File: src/rtl/ws2812_pixel_ser_if.sv
// ---------------------------------------------------------------------------
// ws2812_pixel_ser_if
// Pixel stream bundle feeding the WS2812 pixel serializer.
//   pix_valid_in   source -> serializer   pixel word valid
//   pix_data_in    source -> serializer   pixel word, {R,G,B} byte order
//   pix_last_in    source -> serializer   marks the last pixel of a frame
//   pix_ready_out  serializer -> source   holding register empty
// A transfer happens on every clock edge where valid and ready are both high.
// Modports: master = pixel source, slave = serializer.
// ---------------------------------------------------------------------------
interface ws2812_pixel_ser_if #(
  parameter int PIX_BITS = 24
);
  logic                pix_valid_in;
  logic [PIX_BITS-1:0] pix_data_in;
  logic                pix_last_in;
  logic                pix_ready_out;

  modport master (
    output pix_valid_in,
    output pix_data_in,
    output pix_last_in,
    input  pix_ready_out
  );

  modport slave (
    input  pix_valid_in,
    input  pix_data_in,
    input  pix_last_in,
    output pix_ready_out
  );
endinterface

File: src/rtl/ws2812_pixel_ser.sv
// ---------------------------------------------------------------------------
// ws2812_pixel_ser
// Pixel-to-bit serializer sitting directly upstream of the WS2812 bit encoder.
// Buffers one 24-bit pixel, shifts it out MSB first as one bit request per
// bit, waits for the encoder's completion strobe after each request and, after
// the pixel flagged last, holds the line idle for the latch gap before
// signalling frame completion.
//
// Parameters
//   PIX_BITS      bits per pixel (shift length)
//   CNT_RST_GAP   idle cycles after the last pixel (11000 = 55 us @ 200 MHz)
//
// Ports
//   clk_in          in   system clock
//   rst_n_in        in   asynchronous reset, active-low
//   pix             slave modport of ws2812_pixel_ser_if (valid/ready pixel bus)
//   bit_done_in     in   1-cycle strobe: encoder finished the current bit
//   bit_rdy_out     out  1-cycle strobe: start encoding bit_data_out
//   bit_data_out    out  current bit, stable from bit_rdy_out through bit_done_in
//   busy_out        out  high in any state except IDLE
//   frame_done_out  out  1-cycle strobe at the end of the latch gap
//   underrun_out    out  1-cycle strobe when the next pixel was not ready in time
//
// Configuration
//   WS2812_GRB_ORDER_EN  when defined, LOAD reorders {R,G,B} into {G,R,B} so
//                        the line carries G7..G0,R7..R0,B7..B0. Requires
//                        PIX_BITS == 24. When undefined the pixel word is
//                        shifted out unchanged, MSB first.
// ---------------------------------------------------------------------------
module ws2812_pixel_ser #(
  parameter int          PIX_BITS    = 24,
  parameter logic [15:0] CNT_RST_GAP = 16'd11000
) (
  input  logic                   clk_in,
  input  logic                   rst_n_in,
  ws2812_pixel_ser_if.slave      pix,
  input  logic                   bit_done_in,
  output logic                   bit_rdy_out,
  output logic                   bit_data_out,
  output logic                   busy_out,
  output logic                   frame_done_out,
  output logic                   underrun_out
);

  localparam int IDX_W = $clog2(PIX_BITS);

  typedef enum logic [2:0] {
    ST_IDLE,
    ST_LOAD,
    ST_SEND,
    ST_WAIT,
    ST_WAIT_PIX,
    ST_GAP
  } state_t;

  state_t              state_q;
  logic [PIX_BITS-1:0] hold_q;
  logic                hold_valid_q;
  logic                hold_last_q;
  logic [PIX_BITS-1:0] shift_q;
  logic                last_q;
  logic [IDX_W-1:0]    bit_idx_q;
  logic [15:0]         gap_cnt_q;
  logic [PIX_BITS-1:0] load_word;

  // Word copied into the shift register; the optional byte swap puts green
  // first on the wire without the pixel source having to know about it.
`ifdef WS2812_GRB_ORDER_EN
  assign load_word = {hold_q[15:8], hold_q[23:16], hold_q[7:0]};
`else
  assign load_word = hold_q;
`endif

  // One-entry holding register. It frees itself in LOAD, the cycle its
  // contents move into the shift register, so the next pixel can be accepted
  // while the current one is still being shifted out. Ready is kept as a
  // register (the inverse of hold_valid) rather than decoded combinationally.
  always_ff @(posedge clk_in or negedge rst_n_in) begin
    if (!rst_n_in) begin
      hold_q            <= '0;
      hold_valid_q      <= 1'b0;
      hold_last_q       <= 1'b0;
      pix.pix_ready_out <= 1'b1;
    end else if (state_q == ST_LOAD) begin
      hold_valid_q      <= 1'b0;
      pix.pix_ready_out <= 1'b1;
    end else if (pix.pix_valid_in && pix.pix_ready_out) begin
      hold_q            <= pix.pix_data_in;
      hold_last_q       <= pix.pix_last_in;
      hold_valid_q      <= 1'b1;
      pix.pix_ready_out <= 1'b0;
    end
  end

  // Serializer FSM with registered outputs. Strobes are set on the edge that
  // enters the state they belong to, so bit_rdy_out and bit_data_out appear
  // together at the start of SEND. bit_done_in is only looked at in WAIT.
  always_ff @(posedge clk_in or negedge rst_n_in) begin
    if (!rst_n_in) begin
      state_q        <= ST_IDLE;
      shift_q        <= '0;
      last_q         <= 1'b0;
      bit_idx_q      <= '0;
      gap_cnt_q      <= '0;
      bit_rdy_out    <= 1'b0;
      bit_data_out   <= 1'b0;
      busy_out       <= 1'b0;
      frame_done_out <= 1'b0;
      underrun_out   <= 1'b0;
    end else begin
      bit_rdy_out    <= 1'b0;
      frame_done_out <= 1'b0;
      underrun_out   <= 1'b0;

      case (state_q)
        ST_IDLE: begin
          bit_data_out <= 1'b0;
          if (hold_valid_q) begin
            state_q  <= ST_LOAD;
            busy_out <= 1'b1;
          end
        end

        ST_LOAD: begin
          shift_q      <= load_word;
          last_q       <= hold_last_q;
          bit_idx_q    <= IDX_W'(PIX_BITS - 1);
          bit_rdy_out  <= 1'b1;
          bit_data_out <= load_word[PIX_BITS-1];
          state_q      <= ST_SEND;
        end

        ST_SEND: begin
          state_q <= ST_WAIT;
        end

        ST_WAIT: begin
          if (bit_done_in) begin
            if (bit_idx_q != '0) begin
              // The bit after the shift is shift_q[PIX_BITS-2] today.
              shift_q      <= shift_q << 1;
              bit_idx_q    <= bit_idx_q - IDX_W'(1);
              bit_rdy_out  <= 1'b1;
              bit_data_out <= shift_q[PIX_BITS-2];
              state_q      <= ST_SEND;
            end else if (last_q) begin
              gap_cnt_q    <= '0;
              bit_data_out <= 1'b0;
              state_q      <= ST_GAP;
            end else if (hold_valid_q) begin
              state_q <= ST_LOAD;
            end else begin
              underrun_out <= 1'b1;
              state_q      <= ST_WAIT_PIX;
            end
          end
        end

        // Stall with the last bit value held until the source catches up.
        ST_WAIT_PIX: begin
          if (hold_valid_q) begin
            state_q <= ST_LOAD;
          end
        end

        // Latch gap: CNT_RST_GAP cycles, then a single frame_done strobe.
        ST_GAP: begin
          bit_data_out <= 1'b0;
          if (gap_cnt_q == CNT_RST_GAP - 16'd1) begin
            frame_done_out <= 1'b1;
            busy_out       <= 1'b0;
            state_q        <= ST_IDLE;
          end else begin
            gap_cnt_q <= gap_cnt_q + 16'd1;
          end
        end

        default: begin
          busy_out <= 1'b0;
          state_q  <= ST_IDLE;
        end
      endcase
    end
  end

endmodule

File: src/flat_wrapper.sv
// flat-port wrapper written by rule: the top's interface ports become plain ports
module ws2812_pixel_ser_flat 
#(
  parameter int          PIX_BITS    = 24,
  parameter logic [15:0] CNT_RST_GAP = 16'd11000
)
  (clk_in, rst_n_in, bit_done_in, bit_rdy_out, bit_data_out, busy_out, frame_done_out, underrun_out, pix_pix_valid_in, pix_pix_data_in, pix_pix_last_in, pix_pix_ready_out);
  ws2812_pixel_ser_if #(.PIX_BITS(PIX_BITS)) pix_i ();
  input  logic clk_in;
  input  logic rst_n_in;
  input  logic bit_done_in;
  output logic bit_rdy_out;
  output logic bit_data_out;
  output logic busy_out;
  output logic frame_done_out;
  output logic underrun_out;
  input wire logic [$bits(pix_i.pix_valid_in)-1:0] pix_pix_valid_in;
  input wire logic [$bits(pix_i.pix_data_in)-1:0] pix_pix_data_in;
  input wire logic [$bits(pix_i.pix_last_in)-1:0] pix_pix_last_in;
  output wire logic [$bits(pix_i.pix_ready_out)-1:0] pix_pix_ready_out;
  assign pix_i.pix_valid_in = pix_pix_valid_in;
  assign pix_i.pix_data_in = pix_pix_data_in;
  assign pix_i.pix_last_in = pix_pix_last_in;
  assign pix_pix_ready_out = pix_i.pix_ready_out;
  ws2812_pixel_ser #(.PIX_BITS(PIX_BITS), .CNT_RST_GAP(CNT_RST_GAP)) u_core (.clk_in(clk_in), .rst_n_in(rst_n_in), .pix(pix_i), .bit_done_in(bit_done_in), .bit_rdy_out(bit_rdy_out), .bit_data_out(bit_data_out), .busy_out(busy_out), .frame_done_out(frame_done_out), .underrun_out(underrun_out));
endmodule
File: config.mk
export PLATFORM = sky130hd
export DESIGN_NAME = ws2812_pixel_ser_flat
export DESIGN_NICKNAME = d
export VERILOG_FILES = /design/src/rtl/ws2812_pixel_ser_if.sv /design/src/rtl/ws2812_pixel_ser.sv /design/src/flat_wrapper.sv
export SDC_FILE = /design/constraint.sdc
export NUM_CORES = 1
export LEC_CHECK = 0
export CAP_MARGIN = 25
export CELL_PAD_IN_SITES_DETAIL_PLACEMENT = 0
export CELL_PAD_IN_SITES_GLOBAL_PLACEMENT = 1
export CORE_UTILIZATION = 47
export CTS_BUF_LIST = sky130_fd_sc_hd__clkbuf_2 sky130_fd_sc_hd__clkbuf_4 sky130_fd_sc_hd__clkbuf_8
export DETAILED_ROUTE_END_ITERATION = 16
export GPL_ROUTABILITY_DRIVEN = 0
export PLACE_DENSITY_LB_ADDON = 0.12
export SETUP_SLACK_MARGIN = 0.05
export SYNTH_ARGS = -nofsm -noshare
export SYNTH_HDL_FRONTEND = slang
export SYNTH_SLANG_ARGS = --single-unit
File: constraint.sdc
create_clock -name clk_in -period 2.9 [get_ports clk_in]
set_input_delay 0.58 -clock clk_in [delete_from_list [all_inputs] [get_ports clk_in]]
set_output_delay 0.58 -clock clk_in [all_outputs]
set_load 0.01 [all_outputs]
==> results of run 1 <==
cells in the final DEF (no fill, tap or decap), types with 2 or more instances in the layout:
master           netlist  routed
o311a_1                2       2
nand4b_1               2       2
xnor2_1                3       3
dfrtp_1               79      79
a221o_1                2       2
nand3_1                7       7
clkdlybuf4s50_1        0      33
buf_4                  0       8
mux2i_1               25      25
nor2_1                39      39
nand2_1               11      11
a31oi_1               11      11
ha_1                   2       2
a41o_1                 2       2
and3_1                 2       2
clkbuf_8               0      10
o31ai_1                2       2
bufinv_16              0       2
inv_1                 11      11
nand2b_1               2       2
nor4b_1                2       2
nor3_1                 8       8
o21ai_0               10      10
a21oi_1               32      32
clkinv_4               0       2
o21ai_2                2       2
mux2_2                26      26
nor4_1                 5       5
o21a_1                 2       2
nand4_1                4       4
nor2b_1                2       2
area by class of cell:
class,count,area (um2),share of cell area [%]
Tap cell,102,128,2.89
Clock inverter,6,91.3,2.07
Sequential cell,80,2000,45.3
Timing Repair Buffer,42,410,9.29
Multi-Input combinational cell,230,1610,36.4
Inverter,11,41.3,0.934
Clock buffer,10,138,3.11
per-layer routing:
| metal | vias to the layer above | global-route usage, % |
|---|---|---|
| met5 | - | 0 |
| met2 | 64 | 32.6 |
| met4 | 0 | 5.16 |
| met3 | 6 | 5.36 |
| li1 | 1305 | - |
| met1 | 1302 | 26.0 |
through the flow:
stage	hold WS (ps)	power (uW)	area [um2]	util, %	instances
3_5_place_dp	481	2710	4190	54.2	465
3_3_place_gp	458	2670	4190	54.2	465
2_1_floorplan	284	2400	3750	-	339
6_report	236	3600	4420	57.2	481
5_1_grt	274	3870	4420	57.2	481
4_1_cts	260	3640	4420	57.2	481
where the power goes:
part           internal [uW]  switching, uW
combinational            492            458
sequential              1460            273
clock                    513            410
critical path: stages, from the launching register on:
cell      delay (ps)
dfrtp_1          410
inv_1             70
ha_1             170
or4b_1           600
or3_1            450
o21ai_2          190
o221ai_1         180
worst paths after layout:
kind	slack, ps	cells past startpoint	to	start
hold / removal	240	1	u_core.state_q[0]$_DFFE_PN0P_	rst_n_in
hold reg to reg	490	2	u_core.last_q$_DFFE_PN0N_	u_core.hold_last_q$_DFFE_PN0P_
setup / recovery	690	6	u_core.gap_cnt_q[5]$_DFFE_PN0P_	u_core.bit_idx_q[0]$_DFFE_PN0P_
setup reg to reg	690	6	u_core.gap_cnt_q[5]$_DFFE_PN0P_	u_core.bit_idx_q[0]$_DFFE_PN0P_
max in group asynchronous	1980	2	u_core.gap_cnt_q[8]$_DFFE_PN0P_	rst_n_in
min in group clk_in	490	2	u_core.last_q$_DFFE_PN0N_	u_core.hold_last_q$_DFFE_PN0P_
registers in the layout, indices dropped and copies added, names as in the netlist, 3 cells and up:
register,flops
u_core.shift_q,23
u_core.gap_cnt_q,16
u_core.state_q,3
u_core.hold_q,24
u_core.bit_idx_q,5
kinds of logic (layout without fill, tap and decap cells):
family          after synthesis  after routing  synth area share, %
compound gates               76             76                 13.1
xor+xnor                      3              3                0.701
fa+ha+maj                     2              2                0.667
buf+inv                      29             69                 3.67
flops                        80             80                 53.4
mux                          51             51                 14.5
simple gates                 98             98                 13.9
==> reports/qor.txt, run 1 <==
clock sinks -> 80
drt total wl -> 7250 um
CORE AREA -> 7730 um2
Initial Util -> 48.5%
CTS max path bufs -> 2
Mean Syn Cell Area -> 11.1 um2
starting DRC count in detailed routing -> 125
setup ws final -> 689 ps
Post-synth EDFFs -> 0
std cell rows -> 32
first-pass GRT wire length -> 13000 um
LEAKAGE -> 0.00187 uW
Routed Antenna Nets -> 0
main flop type after synthesis -> dfrtp_1
DIE WIDTH -> 91.3 um
Async S/R FF share, synth -> 100%
Clock Tree Root -> clkbuf_8
flops & latches, synth -> 80
drt via density -> 5.57
filler cell count -> 671
worst slew pin tran -> 877 ps
max capacitance violation total -> 0
Highest Clock Rate -> 0.452 GHz
crit path max fanout -> 8
routed via count -> 2677
number of remaining DRC errors -> 0
Final Hold Viols -> 0
Tot GR Track Use -> 19.8%
worst skew pair latency -> 350 ps
Reg clk slew, reported paths -> 80 ps
Post-Synthesis Cells -> 339
CTS Buf Count -> 9
Synthesis Warnings -> 0
CP required -> 3110 ps
DP HPWL -> 4770 um
Post-synth top cells -> 79 x dfrtp_1, 39 x nor2_1, 32 x a21oi_1, 26 x mux2_2, 25 x mux2i_1
fin crit share -> 76.2%
vias in the first global route -> 2689
met3 wire length -> 245 um
GRT overflow -> 0
RSZ-0062 raised after global routing -> no
Wirelength per Cell -> 15.1 um
Area Growth Syn to Fin -> 17.9%
initial antenna violation count -> 0
Power Dens Cells -> 815 nW/um2
Met2 Wirelength -> 3500 um
Cell Area, Synth -> 3750 um2
largest net degree at the start of global routing -> 49
Seq/Total Area, Yosys -> 53.4%
crit path capture type -> flop
Setup crit start kind -> flop
fin. max-slew vios -> 0
Slew headroom -> 40.7%
CTS tree -> done
Max VDD drop -> 0.484 mV
post-synth top area share -> 52.7%
worst path arrival time -> 2420 ps
Layout Skew -> 7.90 ps
met1 wire length -> 3440 um
top sig layer -> met4
Distinct cells, synth -> 56
status -> completed
syn nets -> 370
top-count cell post-synth -> dfrtp_1
# IOs -> 35
DP Worst Slack -> 636 ps
synth top area cells -> dfrtp_1 53%, mux2_2 7.8%, mux2i_1 6.7%, a21oi_1 4.3%, nor2_1 3.9%
postcts setup bufs -> 0
# diodes -> 0
CTS HTree Levels -> 3
post-CTS sizing -> 0
Port Buf Inserts -> 34
Hold-fix buffers, CTS -> 0
Die Span Y -> 91.3 um
final setup vio count -> 0
Die ar. -> 8340 um2
total negative setup slack -> 0 ps
drt first pass iters -> 5
Synth area leader -> dfrtp_1
Crit Path Category -> reg -> reg
HP Class -> in -> async
net count reported at finish -> 405
minimum clock period -> 2210 ps
layout cells sized above 1 -> 16.9%
(Power assumes the default switching activity.)
==> run 2, diff against run 1 <==
==> constraint.sdc (replaced) <==
create_clock -name clk_in -period 2.2 [get_ports clk_in]
set_input_delay 0.44 -clock clk_in [delete_from_list [all_inputs] [get_ports clk_in]]
set_output_delay 0.44 -clock clk_in [all_outputs]
set_load 0.01 [all_outputs]
==> reports/qor.txt, run 2 (same netlist as run 1, synthesis figures left out) <==
LEAKAGE -> 0.00194 uW
worst path arrival time -> 2240 ps
DIE WIDTH -> 91.3 um
DP HPWL -> 5070 um
Layout Skew -> 12.3 ps
vias in the first global route -> 2679
max reg flops -> 24
reg2reg setup slack -> 150 ps
# diodes -> 0
most frequent cells in the layout -> 79 x dfrtp_1, 39 x nor2_1, 33 x clkdlybuf4s50_1
total negative setup slack -> 0 ps
CTS max path bufs -> 2
CP required -> 2390 ps
Setup crit start kind -> flop
Power Dens Cells -> 1070 nW/um2
Port Buf Inserts -> 34
Slowest Stage Delay on Critical Path -> 480 ps
Die ar. -> 8340 um2
CTS Buf Count -> 9
Final Hold Viols -> 0
max capacitance violation total -> 0
DP Cell Count -> 475
largest registers -> u_core.hold_q x24, u_core.shift_q x23, u_core.gap_cnt_q x16
HP Class -> in -> async
drt first pass iters -> 4
Highest Clock Rate -> 0.487 GHz
Worst setup startpoint -> u_core.bit_idx_q[0]$_DFFE_PN0P_
worst slew pin tran -> 491 ps
Wirelength per Cell -> 15.1 um
largest net degree at the start of global routing -> 47
largest reg by FF count -> u_core.hold_q
worst skew pair latency -> 330 ps
CORE AREA -> 7730 um2
Initial Util -> 48.5%
starting DRC count in detailed routing -> 101
clock sinks -> 80
Tot GR Track Use -> 19.9%
minimum clock period -> 2050 ps
CTS tree -> done
final setup vio count -> 0
Area Growth Syn to Fin -> 21.6%
std cell rows -> 32
crit-path cells -> inv_1 -> ha_1 -> or4b_4 -> or3_1 -> o21ai_4 -> o221ai_1
commonest non-fill, non-tap cell in the layout -> dfrtp_1
Routed Antenna Nets -> 0
RSZ-0062 raised after global routing -> yes
layout cells sized above 1 -> 19.5%
Die Span Y -> 91.3 um
crit-path leading delay family -> simple AND/OR/NAND/NOR gates
Slew headroom -> 67.0%
fin. max-slew vios -> 0
first-pass GRT wire length -> 13100 um
CP max stage cell -> or4b_4
status -> completed
Crit Path Category -> reg -> reg
number of remaining DRC errors -> 0
initial antenna violation count -> 0
fin util -> 59.0%
drt via density -> 5.52
net count reported at finish -> 416
crit path max fanout -> 8
crit path capture type -> flop
Max VDD drop -> 0.559 mV
final non-filler cell total -> 492
GRT overflow -> 0
CTS HTree Levels -> 3
fin crit share -> 93.4%
CP Buf/Inv Count -> 1
reg2reg start -> u_core.bit_idx_q[0]$_DFFE_PN0P_
routed via count -> 2714
Clock Tree Root -> clkbuf_8
Reg clk slew, reported paths -> 80 ps
drt total wl -> 7430 um
# IOs -> 35
## run 2: power breakdown
part | leakage (uW) | switching, uW | total, uW | internal (uW)
Clock | 0.000116 | 531 | 1290 | 756
Sequential | 0.000896 | 327 | 2250 | 1920
Combinational | 0.000930 | 651 | 1340 | 688
Total | 0.00194 | 1510 | 4870 | 3360
## run 2: worst paths after layout
check / to / cells past startpoint
worst min-delay path: u_core.state_q[1]$_DFFE_PN0P_ / 1
min in group clk_in: u_core.last_q$_DFFE_PN0N_ / 2
worst max-delay path: u_core.gap_cnt_q[5]$_DFFE_PN0P_ / 6
worst max register to register: u_core.gap_cnt_q[5]$_DFFE_PN0P_ / 6
max in group asynchronous: u_core.gap_cnt_q[15]$_DFFE_PN0P_ / 2
worst min register to register: u_core.last_q$_DFFE_PN0N_ / 2
## run 2: per-stage QoR
step / cell area [um2] / total power, uW / hold slack [ps] / setup slack, ps
2_1_floorplan: 3750 / 3170 / 144 / 202
3_3_place_gp: 4290 / 3570 / 428 / 173
3_5_place_dp: 4290 / 3600 / 421 / 108
4_1_cts: 4530 / 4910 / 50.9 / 106
5_1_grt: 4560 / 5230 / 65.8 / 34.0
6_report: 4560 / 4870 / 46.8 / 146
## run 2: final cells by class
| class | instances | area (um2) |
|---|---|---|
| Tap cell | 102 | 128 |
| Inverter | 11 | 41.3 |
| Timing Repair Buffer | 53 | 518 |
| Sequential cell | 80 | 2000 |
| Clock inverter | 7 | 119 |
| Clock buffer | 9 | 124 |
| Fill cell | 665 | 3170 |
| Multi-Input combinational cell | 230 | 1630 |
## run 2: per-layer routing
metal	wire length (um)	vias up	track usage, %
met5	0	-	0
met4	59	0	7.01
met3	188	4	3.27
met2	3560	44	31.4
met1	3620	1332	27.7
li1	-	1334	-
## run 2: worst reg2reg max path: stages (launching register included)
cell and delay (ps):
dfrtp_1 410, inv_1 70, ha_1 180, or4b_4 480, or3_1 460, o21ai_4 160, o221ai_1 170
## run 2: what timing repair did
action | 4_1_cts | 5_1_grt
hold buffers | 0 | 0
gates resized for setup | 0 | 3
buffers inserted | 0 | 1
setup endpoints to repair | 0 | 10
